**src/rtl/scp_monitor.sv**
```systemverilog
// Multi-channel status monitor: escalating WARN/ALERT/LOCKDOWN dwell FSM with
// registered channel counts and a channel-0 R,Y,G,R override sequence.
module scp_monitor #(
    parameter  int CH    = 4,
    parameter  int TW    = 6,
    parameter  int T_YEL = 20,
    parameter  int T_RED = 10,
    localparam int CW    = $clog2(CH + 1)
) (
    input  logic          clock,
    input  logic          reset_n,
    input  logic [CH-1:0] green,
    input  logic [CH-1:0] yellow,
    input  logic [CH-1:0] red,
    output logic [2:0]    state,
    output logic [TW-1:0] timer,
    output logic          a1,
    output logic          a2,
    output logic          a3,
    output logic          cheat_out,
    output logic [CW-1:0] n_yel,
    output logic [CW-1:0] n_red
);

    typedef enum logic [2:0] {
        ALLOK    = 3'd0,
        WARN     = 3'd1,
        ALERT    = 3'd2,
        LOCKDOWN = 3'd3
    } state_t;

    function automatic logic [CW-1:0] popcount(input logic [CH-1:0] v);
        logic [CW-1:0] s;
        s = '0;
        for (int i = 0; i < CH; i++) begin
            s = s + CW'(v[i]);
        end
        return s;
    endfunction

    logic [CH-1:0] grn_s, yel_s, red_s;
    logic          any_red_s, any_yel_s, all_grn_s;
    logic          c0_red_s, c0_yel_s, c0_grn_s;
    logic [1:0]    match_r, match_next_s;
    logic          hit_s;
    state_t        state_r, state_next_s;
    logic [TW-1:0] timer_r, timer_next_s;
    logic          a1_r, a2_r, a3_r, cheat_r;
    logic [CW-1:0] n_yel_r, n_red_r;

    // Per-channel classification; anything other than exactly one colour is a fault (red).
    always_comb begin
        grn_s = '0;
        yel_s = '0;
        red_s = '0;
        for (int i = 0; i < CH; i++) begin
            grn_s[i] = green[i] & ~yellow[i] & ~red[i];
            yel_s[i] = yellow[i] & ~green[i] & ~red[i];
            red_s[i] = ~(grn_s[i] | yel_s[i]);
        end
    end

    assign any_red_s = |red_s;
    assign any_yel_s = |yel_s;
    assign all_grn_s = &grn_s;
    assign c0_red_s  = red[0] & ~green[0] & ~yellow[0];
    assign c0_yel_s  = yellow[0] & ~green[0] & ~red[0];
    assign c0_grn_s  = green[0] & ~yellow[0] & ~red[0];

    // Override matcher: match_r counts steps of R,Y,G,R seen; a breaking red restarts at step 1.
    always_comb begin
        match_next_s = 2'd0;
        hit_s        = 1'b0;
        case (match_r)
            2'd0: begin
                if (c0_red_s) match_next_s = 2'd1;
                else          match_next_s = 2'd0;
            end
            2'd1: begin
                if (c0_yel_s)      match_next_s = 2'd2;
                else if (c0_red_s) match_next_s = 2'd1;
                else               match_next_s = 2'd0;
            end
            2'd2: begin
                if (c0_grn_s)      match_next_s = 2'd3;
                else if (c0_red_s) match_next_s = 2'd1;
                else               match_next_s = 2'd0;
            end
            2'd3: begin
                if (c0_red_s) hit_s = 1'b1;
                else          hit_s = 1'b0;
                match_next_s = 2'd0;
            end
            default: begin
                match_next_s = 2'd0;
                hit_s        = 1'b0;
            end
        endcase
    end

    // Next-state and dwell timer; the override wins over every escalation.
    always_comb begin
        state_next_s = state_r;
        timer_next_s = timer_r;
        if (hit_s) begin
            state_next_s = ALLOK;
            timer_next_s = '0;
        end else begin
            case (state_r)
                ALLOK: begin
                    if (any_red_s) begin
                        state_next_s = ALERT;
                        timer_next_s = TW'(T_RED);
                    end else if (any_yel_s) begin
                        state_next_s = WARN;
                        timer_next_s = TW'(T_YEL);
                    end else begin
                        state_next_s = ALLOK;
                        timer_next_s = '0;
                    end
                end
                WARN: begin
                    if (any_red_s) begin
                        state_next_s = ALERT;
                        timer_next_s = TW'(T_RED);
                    end else if (all_grn_s) begin
                        state_next_s = ALLOK;
                        timer_next_s = '0;
                    end else if (timer_r <= TW'(1)) begin
                        state_next_s = ALERT;
                        timer_next_s = TW'(T_RED);
                    end else begin
                        state_next_s = WARN;
                        timer_next_s = timer_r - TW'(1);
                    end
                end
                ALERT: begin
                    if (all_grn_s) begin
                        state_next_s = ALLOK;
                        timer_next_s = '0;
                    end else if (timer_r <= TW'(1)) begin
                        state_next_s = LOCKDOWN;
                        timer_next_s = '0;
                    end else begin
                        state_next_s = ALERT;
                        timer_next_s = timer_r - TW'(1);
                    end
                end
                LOCKDOWN: begin
                    state_next_s = LOCKDOWN;
                    timer_next_s = '0;
                end
                default: begin
                    state_next_s = ALLOK;
                    timer_next_s = '0;
                end
            endcase
        end
    end

    // State, timer, action lines, override pulse and counts all register together.
    always_ff @(posedge clock) begin
        if (!reset_n) begin
            state_r <= ALLOK;
            timer_r <= '0;
            match_r <= 2'd0;
            a1_r    <= 1'b0;
            a2_r    <= 1'b0;
            a3_r    <= 1'b0;
            cheat_r <= 1'b0;
            n_yel_r <= '0;
            n_red_r <= '0;
        end else begin
            state_r <= state_next_s;
            timer_r <= timer_next_s;
            match_r <= match_next_s;
            a1_r    <= (state_next_s == WARN);
            a2_r    <= (state_next_s == ALERT);
            a3_r    <= (state_next_s == LOCKDOWN);
            cheat_r <= hit_s;
            n_yel_r <= popcount(yel_s);
            n_red_r <= popcount(red_s);
        end
    end

    assign state     = state_r;
    assign timer     = timer_r;
    assign a1        = a1_r;
    assign a2        = a2_r;
    assign a3        = a3_r;
    assign cheat_out = cheat_r;
    assign n_yel     = n_yel_r;
    assign n_red     = n_red_r;

endmodule

```
**config.mk**
```make
export PLATFORM = sky130hd
export DESIGN_NAME = scp_monitor
export DESIGN_NICKNAME = d
export VERILOG_FILES = /design/src/rtl/scp_monitor.sv
export SDC_FILE = /design/constraint.sdc
export NUM_CORES = 1
export LEC_CHECK = 0
export ABC_CLOCK_PERIOD_IN_PS = 4400
export CORE_MARGIN = 2
export CORE_UTILIZATION = 50
export CTS_CLUSTER_DIAMETER = 120
export DETAILED_ROUTE_END_ITERATION = 6
export GPL_TIMING_DRIVEN = 0
export PLACE_DENSITY_LB_ADDON = 0.08
export SYNTH_ARGS = -nofsm -noshare
export SYNTH_HDL_FRONTEND = slang
export SYNTH_SLANG_ARGS = --single-unit
```
**constraint.sdc**
```tcl
create_clock -name clock -period 4.4 [get_ports clock]
set_clock_uncertainty 0.2 [all_clocks]
set_input_delay 1.32 -clock clock [delete_from_list [all_inputs] [get_ports clock]]
set_output_delay 1.32 -clock clock [all_outputs]
set_load 0.02 [all_outputs]
```
==> run metrics, run 1 <==
status finished clean; Routed Antenna Nets 0; placed cells between 150 and 200; EDFF count, synth 0; Max FO, Critical Path 7; Max-cap violations 0; Initial Util 0.528; nets between 150 and 200; Worst R2R End a1; Post-synth top flop dfxtp_1; Antenna diodes 0; f_max roughly 280 MHz; Worst Hold Launch timer[0]; YS warnings 0; Post-Syn Instances 128; crit share post-route 0.805; Leak 0.663 nW; post_cts resized 0; worst-path cell chain clkdlybuf4s50_1 > nand2b_1 > a21oi_1 > ha_1 > nand2b_1 > nor4bb_1 > buf_2 > a21o_1 > nand4_1 > o21ai_1; initial antenna violation count 0; drt via density between 5 and 6; Worst-path clk slew 0.11 ns; main combinational cell family by area after synthesis simple AND/OR/NAND/NOR gates; Layout Cells excl Fill 190; Hold Path Class reg -> reg; VDD IR-drop max approximately 230 µV; clk_lat worst skew slightly below 0.3 ns; RSZ-0062 raised after global routing no; Avg Cell Area, Syn 9.13 µm²; CP arrival 3.57 ns; vias in the first global route about 950; post-CTS setup repair buffer count 0; layout cells sized above 1 0.0926; Row Count 17; total grt overflow 0; Hold EP timer[0]; drt pass-1 iters 4; first-pass GRT wire length 3.97 mm; Cell variety after synth 41; Starting DRT DRC Count 9; cell area after synthesis 1170 µm²; hold buffers post-CTS 0; setup slack on the worst flop-to-flop path 2.34 ns; FILL cells ~200; Seq/Total Area, Yosys 0.343; leading area contributor after synthesis dfxtp_1; PD cells 293 nW/µm²; slowest stage delay, CP roughly 0.49 ns; Total Power around 0.45 mW; max-slew violation count 0; synth top area cells dfxtp_1, ha_1, nor2_1, inv_1, xnor2_1; design area 1540 µm²; setup TNS 0 ns; TritonCTS clock tree yes; Crit. End Element flop; Worst path most repeated cell nand2b_1; FF-to-FF Start timer[2]; gr usage total 0.194; Fin. Hold Viols 0; gp weighted congestion roughly 0.77; port bufs 31; DRC errors left 0; P&R area growth vs syn 31.5%; Worst EP required approximately 4.4 ns; post-synth top area share 0.343; simple-gate area share of the yosys netlist 0.261; DPL Wire Length approximately 1.8 mm; Mapped Nets 152; # H-tree levels 1; CP max stage cell clkdlybuf4s50_1; Synth async-reset ratio 0; hold depth 1; critical path startpoint category primary input; synth cell count leaders dfxtp_1, nor2_1, inv_1; Die Height approximately 52 µm; Core Area approximately 2200 µm²; crit path time final about 3.5 ns; Clock Tree Buf Depth 2; Die X 52.3 µm; Die Footprint ~2700 µm²; delay-heaviest family, CP buffers and inverters; Post-Synth Adder-Cell Area 0.120; Ports 33; mux cell area share after synthesis 0; FF+latch count, synth 20; critical path class in -> reg; Post-Route WL about 2.2 mm; largest net degree at the start of global routing 11; vias after detailed routing 994; most common cell in the netlist dfxtp_1; Final setup viols 0; CTS Root Cell clkbuf_4; placed inst area around 1500 µm²; post-synthesis xor/xnor area fraction 0.0525; worst r2r path cells 5; cts bufs inserted 3; Clock Sinks 20; Worst Path Buf+Inv 2; Routed wire per std cell about 11 µm; Compound-Gate Fraction of Synth Area 0.163
## worst max-delay path by stage
stage                    from        to  slack [ns]  cells after the start
floorplan            green[0]  n_yel[1]        1.30                      6
global route        yellow[0]        a3        0.68                     10
finish              yellow[0]  timer[2]        0.86                     10
CTS                 yellow[0]  timer[2]        0.81                     10
detailed placement  yellow[0]  timer[2]        0.52                     10
global placement    yellow[0]        a3        0.58                     10
## where the power goes
| group | internal [mW] | total, mW | switching [mW] |
|---|---|---|---|
| registers | 0.196 | 0.205 | 0.00903 |
| logic | 0.0815 | 0.161 | 0.0791 |
| clock network | 0.0319 | 0.0846 | 0.0527 |
## flip-flops by register name (all words and copies together), names as in the netlist
signal     count
a1             1
a2             1
a3             1
cheat_out      1
match_r        2
n_red          3
n_yel          3
state          2
timer          6
## placed cells by master, fill, tap and decap left out, types with 2 or more instances in the layout
cell,netlist,routed
inv_1,12,12
o21a_1,2,2
nand2b_1,6,6
o21ai_1,2,2
nand4_1,2,2
a21o_1,3,3
a221oi_1,2,2
nor3b_1,2,2
ha_1,8,8
nand2_1,5,5
o21ai_0,2,2
clkbuf_4,0,3
nor4bb_1,2,2
dfxtp_1,20,20
or3b_1,2,2
fa_1,2,2
a21oi_1,2,2
and2_1,6,6
buf_2,3,3
clkdlybuf4s50_1,0,31
xnor2_1,5,5
xor2_1,2,2
nor2_1,15,15
nor2b_1,2,2
nand3_1,3,3
## cell type report
class | count | area, µm² | share of cell area
multi-input combinational | 92 | 701 | 0.456
clock buffer | 3 | 22.5 | 0.0147
timing repair buffer | 31 | 310 | 0.202
inverter | 12 | 45.0 | 0.0293
tap | 28 | 35.0 | 0.0228
sequential | 20 | 400 | 0.261
buffer | 4 | 22.5 | 0.0147
## metrics by stage
step                      hold WS (ns)   util  setup WS, ns
after floorplan                  0.295      -          1.30
after global placement           0.252  0.684         0.576
after detailed placement         0.273  0.684         0.518
after CTS                        0.299  0.695         0.815
after global routing             0.326  0.695         0.682
final                            0.289  0.695         0.857
## layer usage
metal,GRT usage,part of all wire
met3,0.0314,0.033
met4,0.0769,0.016
met2,0.346,0.49
met5,0,0
met1,0.230,0.46
## logic make-up after synthesis
logic type	after synthesis
AND/OR/NAND/NOR	53
AO/OA/AOI/OAI	21
flip-flops	20
buffers and inverters	16
adder cells (fa/ha/maj)	10
XOR/XNOR	7
other	1
Power figures use the tool's default switching activity.
==> run 2, diff against run 1 <==
Settings changed: ABC_CLOCK_PERIOD_IN_PS 4400 to 3510, CORE_UTILIZATION 50 to 47.
Clock period 4.4 ns to 3.51 ns, I/O delays scaled along.
==> run 2 against run 1 <==
Against the previous run:
- first-iteration DRC count is 78% higher
- worst hold slack better by 0.0041 ns
- non-clock buffer count stayed put
- utilization down 5.0 points
- global-route usage decreased by 2.6 points
- critical endpoint is now timer[4]
- largest cell class unchanged
- largest power group unchanged
- highest routed layer unchanged
==> run metrics, run 2 (synthesized netlist as in run 1, its figures left out) <==
switching power between 0.15 and 0.2 mW; P&R area growth vs syn 32.9%; Initial Util 0.485; Int Power ~0.41 mW; most frequent cells in the layout clkdlybuf4s50_1, dfxtp_1, nor2_1, inv_1, ha_1; first-pass GRT wire length between 3 and 4 mm; setup TNS 0 ns; Clock Tree Buf Depth 2; met2 GRT Util 0.311; Hold Path Class reg -> reg; Die Height around 54 µm; worst-path cell chain clkdlybuf4s50_1 > nand2b_1 > a21oi_1 > ha_1 > nand2b_1 > nor4bb_1 > buf_2 > a21o_1 > nand4_1 > o21ai_1; crit path time final 3.29 ns; delay-heaviest family, CP buffers and inverters; Sw Share 0.299; Worst EP required 3.54 ns; Layout Cells excl Fill between 150 and 200; FILL cells 215; final hold slack 0.293 ns; Max FO, Critical Path 7; Worst path most repeated cell nand2b_1; Starting DRT DRC Count 16; largest net degree at the start of global routing 12; drt pass-1 iters 4; Core Area roughly 2400 µm²; Ports 33; initial antenna violation count 0; Row Count 18; VDD IR-drop max between 200 and 300 µV; met3 Usage GRT 0.0250; most common cell after layout, fill and taps aside clkdlybuf4s50_1; DRC errors left 0; Total Power roughly 0.59 mW; critical path startpoint category primary input; DPL Wire Length roughly 1.8 mm; crit share post-route 0.938; combinational power share 0.343; Final setup viols 0; Worst-path clk slew between 0.1 and 0.15 ns; Routed wire per std cell ~11 µm; CP max stage cell clkdlybuf4s50_1; TritonCTS clock tree yes; layout cells sized above 1 0.0982; total grt overflow 0; clk_lat worst skew around 0.29 ns; post_cts resized 0; Worst Path Buf+Inv 2; Die Footprint between 2000 and 3000 µm²; status finished clean; clock power share 0.219; vias in the first global route slightly above 900; Die X around 54 µm; Antenna diodes 0; gp weighted congestion between 0.8 and 0.9; Max-cap violations 0; placed cells 189; # H-tree levels 1; nets 188; Crit. End Element flop; max reg flops 6; setup slack after layout approximately 0.22 ns; RSZ-0062 raised after global routing no; Leak 0.670 nW; port bufs 31; cts bufs inserted 3; GR met1 Demand/Resource 0.191; drt via density about 5; f_max between 300 and 400 MHz; vias after detailed routing 961; pre-CTS setup slack -0.121 ns; CP arrival ~3.3 ns; busiest grt layer met2; Seq pwr share 0.438; Routed Antenna Nets 0; gr usage total 0.168; CTS Root Cell clkbuf_4; post-CTS setup repair buffer count 0; Clock Sinks 20; max-slew violation count 0; hold buffers post-CTS 0; PD cells 377 nW/µm²; slowest stage delay, CP about 0.5 ns; Fin. Hold Viols 0; critical path class in -> reg; Post-Route WL 2.17 mm
-- run 2: cell count changes in the layout (fill, tap and decap cells not counted) --
cell	delta
clkbuf_8	+1
-- run 2: worst paths after layout --
kind	from	end	slack, ns	cells after the start
max	yellow[0]	timer[4]	0.22	10
min reg2reg	timer[0]	timer[0]	0.29	1
max reg2reg	timer[2]	a1	1.47	5
min	timer[0]	timer[0]	0.29	1
-- run 2: layout make-up --
cell class | count | area [µm²] | share of cell area
Sequential cell | 20 | 400 | 0.258
Tap cell | 30 | 37.5 | 0.0242
Clock buffer | 4 | 36.3 | 0.0234
Buffer | 4 | 22.5 | 0.0145
Timing Repair Buffer | 31 | 310 | 0.200
Inverter | 12 | 45.0 | 0.0290
Multi-Input combinational cell | 92 | 701 | 0.451
-- run 2: power by group through the flow --
stage	Combinational, mW	Sequential, mW	Clock [mW]
2_1_floorplan	0.106	0.284	0
3_3_place_gp	0.199	0.261	0
3_5_place_dp	0.202	0.262	0
4_1_cts	0.203	0.257	0.135
5_1_grt	0.220	0.259	0.145
6_report	0.201	0.257	0.128
-- run 2: metal layers --
metal  up-vias  share of wire
met5         -              0
met4         0         0.0055
met3         2          0.033
met2        19           0.52
met1       435           0.44
li1        505              -
-- run 2: per-stage QoR --
step	area, µm²	util
after floorplan	1170	-
after global placement	1520	0.629
after detailed placement	1520	0.629
after CTS	1550	0.644
after global routing	1550	0.644
final	1550	0.644
==> run 3, diff against run 2 <==
Settings changed: CTS_CLUSTER_DIAMETER 120 to 150, GPL_TIMING_DRIVEN 0 to not set.
==> run 3 against run 2 <==
Against the previous run:
- worst setup slack better by 0.13 ns
- clock power is 48% higher
- maximum frequency rose by 4.2%
- critical path depth unchanged
- die area unchanged
- critical endpoint is now a2
==> run metrics, run 3 (synthesized netlist as in run 1, its figures left out) <==
max-slew violation count 0; Clock Tree Buf Depth 2; Slew HR 0.651; vias after detailed routing ~980; vias in the first global route roughly 880; RSZ-0062 raised after global routing no; number of cells on the critical path 10; Initial Util 0.485; Ports 33; critical path class in -> reg; Routed Antenna Nets 0; drt pass-1 iters 4; setup TNS 0 ns; total grt overflow 0; slew at the pin with the worst max-slew slack 0.522 ns; critical path endpoint a2; Die Footprint between 2000 and 3000 µm²; FF-to-FF Start timer[2]; CP max stage cell clkdlybuf4s50_1; layout cells sized above 1 0.0982; Starting DRT DRC Count 16; DRC errors left 0; P&R area growth vs syn 34.9%; multi-input logic area 701 µm²; FILL cells ~210; Core Area approximately 2400 µm²; Leak a little under 0.7 nW; status finished clean; Hold Path Class reg -> reg; PD cells between 400 and 500 nW/µm²; DPL Wire Length between 1.5 and 2 mm; design area between 1500 and 2000 µm²; hold buffers post-CTS 0; Worst Hold Launch timer[0]; Max FO, Critical Path 7; Routed wire per std cell roughly 12 µm; Post-Route WL between 2 and 2.5 mm; FF/Latch Area ~400 µm²; Crit. End Element flop; Critical Path Start yellow[0]; clk_lat worst skew approximately 0.3 ns; Worst Path Buf+Inv 2; f_max between 300 and 400 MHz; delay-heaviest family, CP buffers and inverters; # H-tree levels 1; Worst EP required 3.48 ns; CTS Root Cell clkbuf_4; gp weighted congestion about 0.8; crit path time final between 3 and 4 ns; largest net degree at the start of global routing 14; Worst R2R End a1; Fin. Hold Viols 0; placed inst area ~1500 µm²; pre-CTS setup slack around 0.052 ns; post-route core utilization 0.654; Antenna diodes 0; initial antenna violation count 0; most frequent cells in the layout clkdlybuf4s50_1, dfxtp_1, nor2_1, inv_1, ha_1; nets 188; Layout Cells excl Fill 193; VDD IR-drop max approximately 240 µV; Die X 53.9 µm; Clock Sinks 20; worst-path cell chain clkdlybuf4s50_1 > nand2b_1 > a21oi_1 > ha_1 > nand2b_1 > nor4bb_1 > buf_4 > nor2_1 > o31ai_2 > a221oi_2; drt via density approximately 5; first-pass GRT wire length approximately 3.7 mm; Worst-path clk slew 0.13 ns; gr usage total 0.178; setup slack on the worst flop-to-flop path between 1 and 1.5 ns; TritonCTS clock tree yes; Die Height around 54 µm; cts bufs inserted 3; slowest stage delay, CP about 0.47 ns; crit share post-route 0.900; port bufs 31; placed cells ~190; Row Count 18; setup slack after layout roughly 0.35 ns; Max-cap violations 0; CP arrival between 3 and 4 ns; post-CTS setup repair buffer count 0; max reg flops 6; worst r2r path cells 5; Worst path most repeated cell nand2b_1; critical path startpoint category primary input; most common cell after layout, fill and taps aside clkdlybuf4s50_1; post_cts resized 0; Final setup viols 0
[run 3: changes by cell type in the layout (fill, tap and decap cells not counted)]
cell / previous run / this run
buf_4: 1 / 4
buf_2: 3 / 0
clkbuf_8: 1 / 0
bufinv_16: 0 / 1
[run 3: area by class of cell]
cell class              count  area share
clock buffers               3      0.0143
repair buffers             35       0.216
multi-input cells          92       0.444
clock inverters             1      0.0190
inverters                  12      0.0286
well taps                  30      0.0238
flip-flops and latches     20       0.254
[run 3: metrics by stage]
stage	power [mW]	hold WS (ns)
6_report	0.651	0.298
5_1_grt	0.684	0.341
4_1_cts	0.656	0.301
3_5_place_dp	0.467	0.269
3_3_place_gp	0.462	0.265
2_1_floorplan	0.390	0.295
[run 3: per-layer routing]
| metal | global-route usage | vias to the layer above | wire length [µm] |
|---|---|---|---|
| li1 | - | 508 | - |
| met1 | 0.211 | 449 | 1060 |
| met2 | 0.311 | 25 | 1230 |
| met3 | 0.0306 | 0 | 92 |
| met4 | 0.0769 | 0 | 0 |
| met5 | 0 | - | 0 |
[run 3: how the worst min path moves through the flow]
stage,end,cells after the start
floorplan,cheat_out,2
global placement,timer[0],1
detailed placement,timer[0],1
CTS,timer[0],1
global route,timer[0],1
finish,timer[0],1
[run 3: power breakdown]
part           leakage, nW  switching, mW  internal (mW)
Combinational        0.484         0.0955          0.102
Sequential           0.164         0.0179          0.246
Clock               0.0279         0.0748          0.115
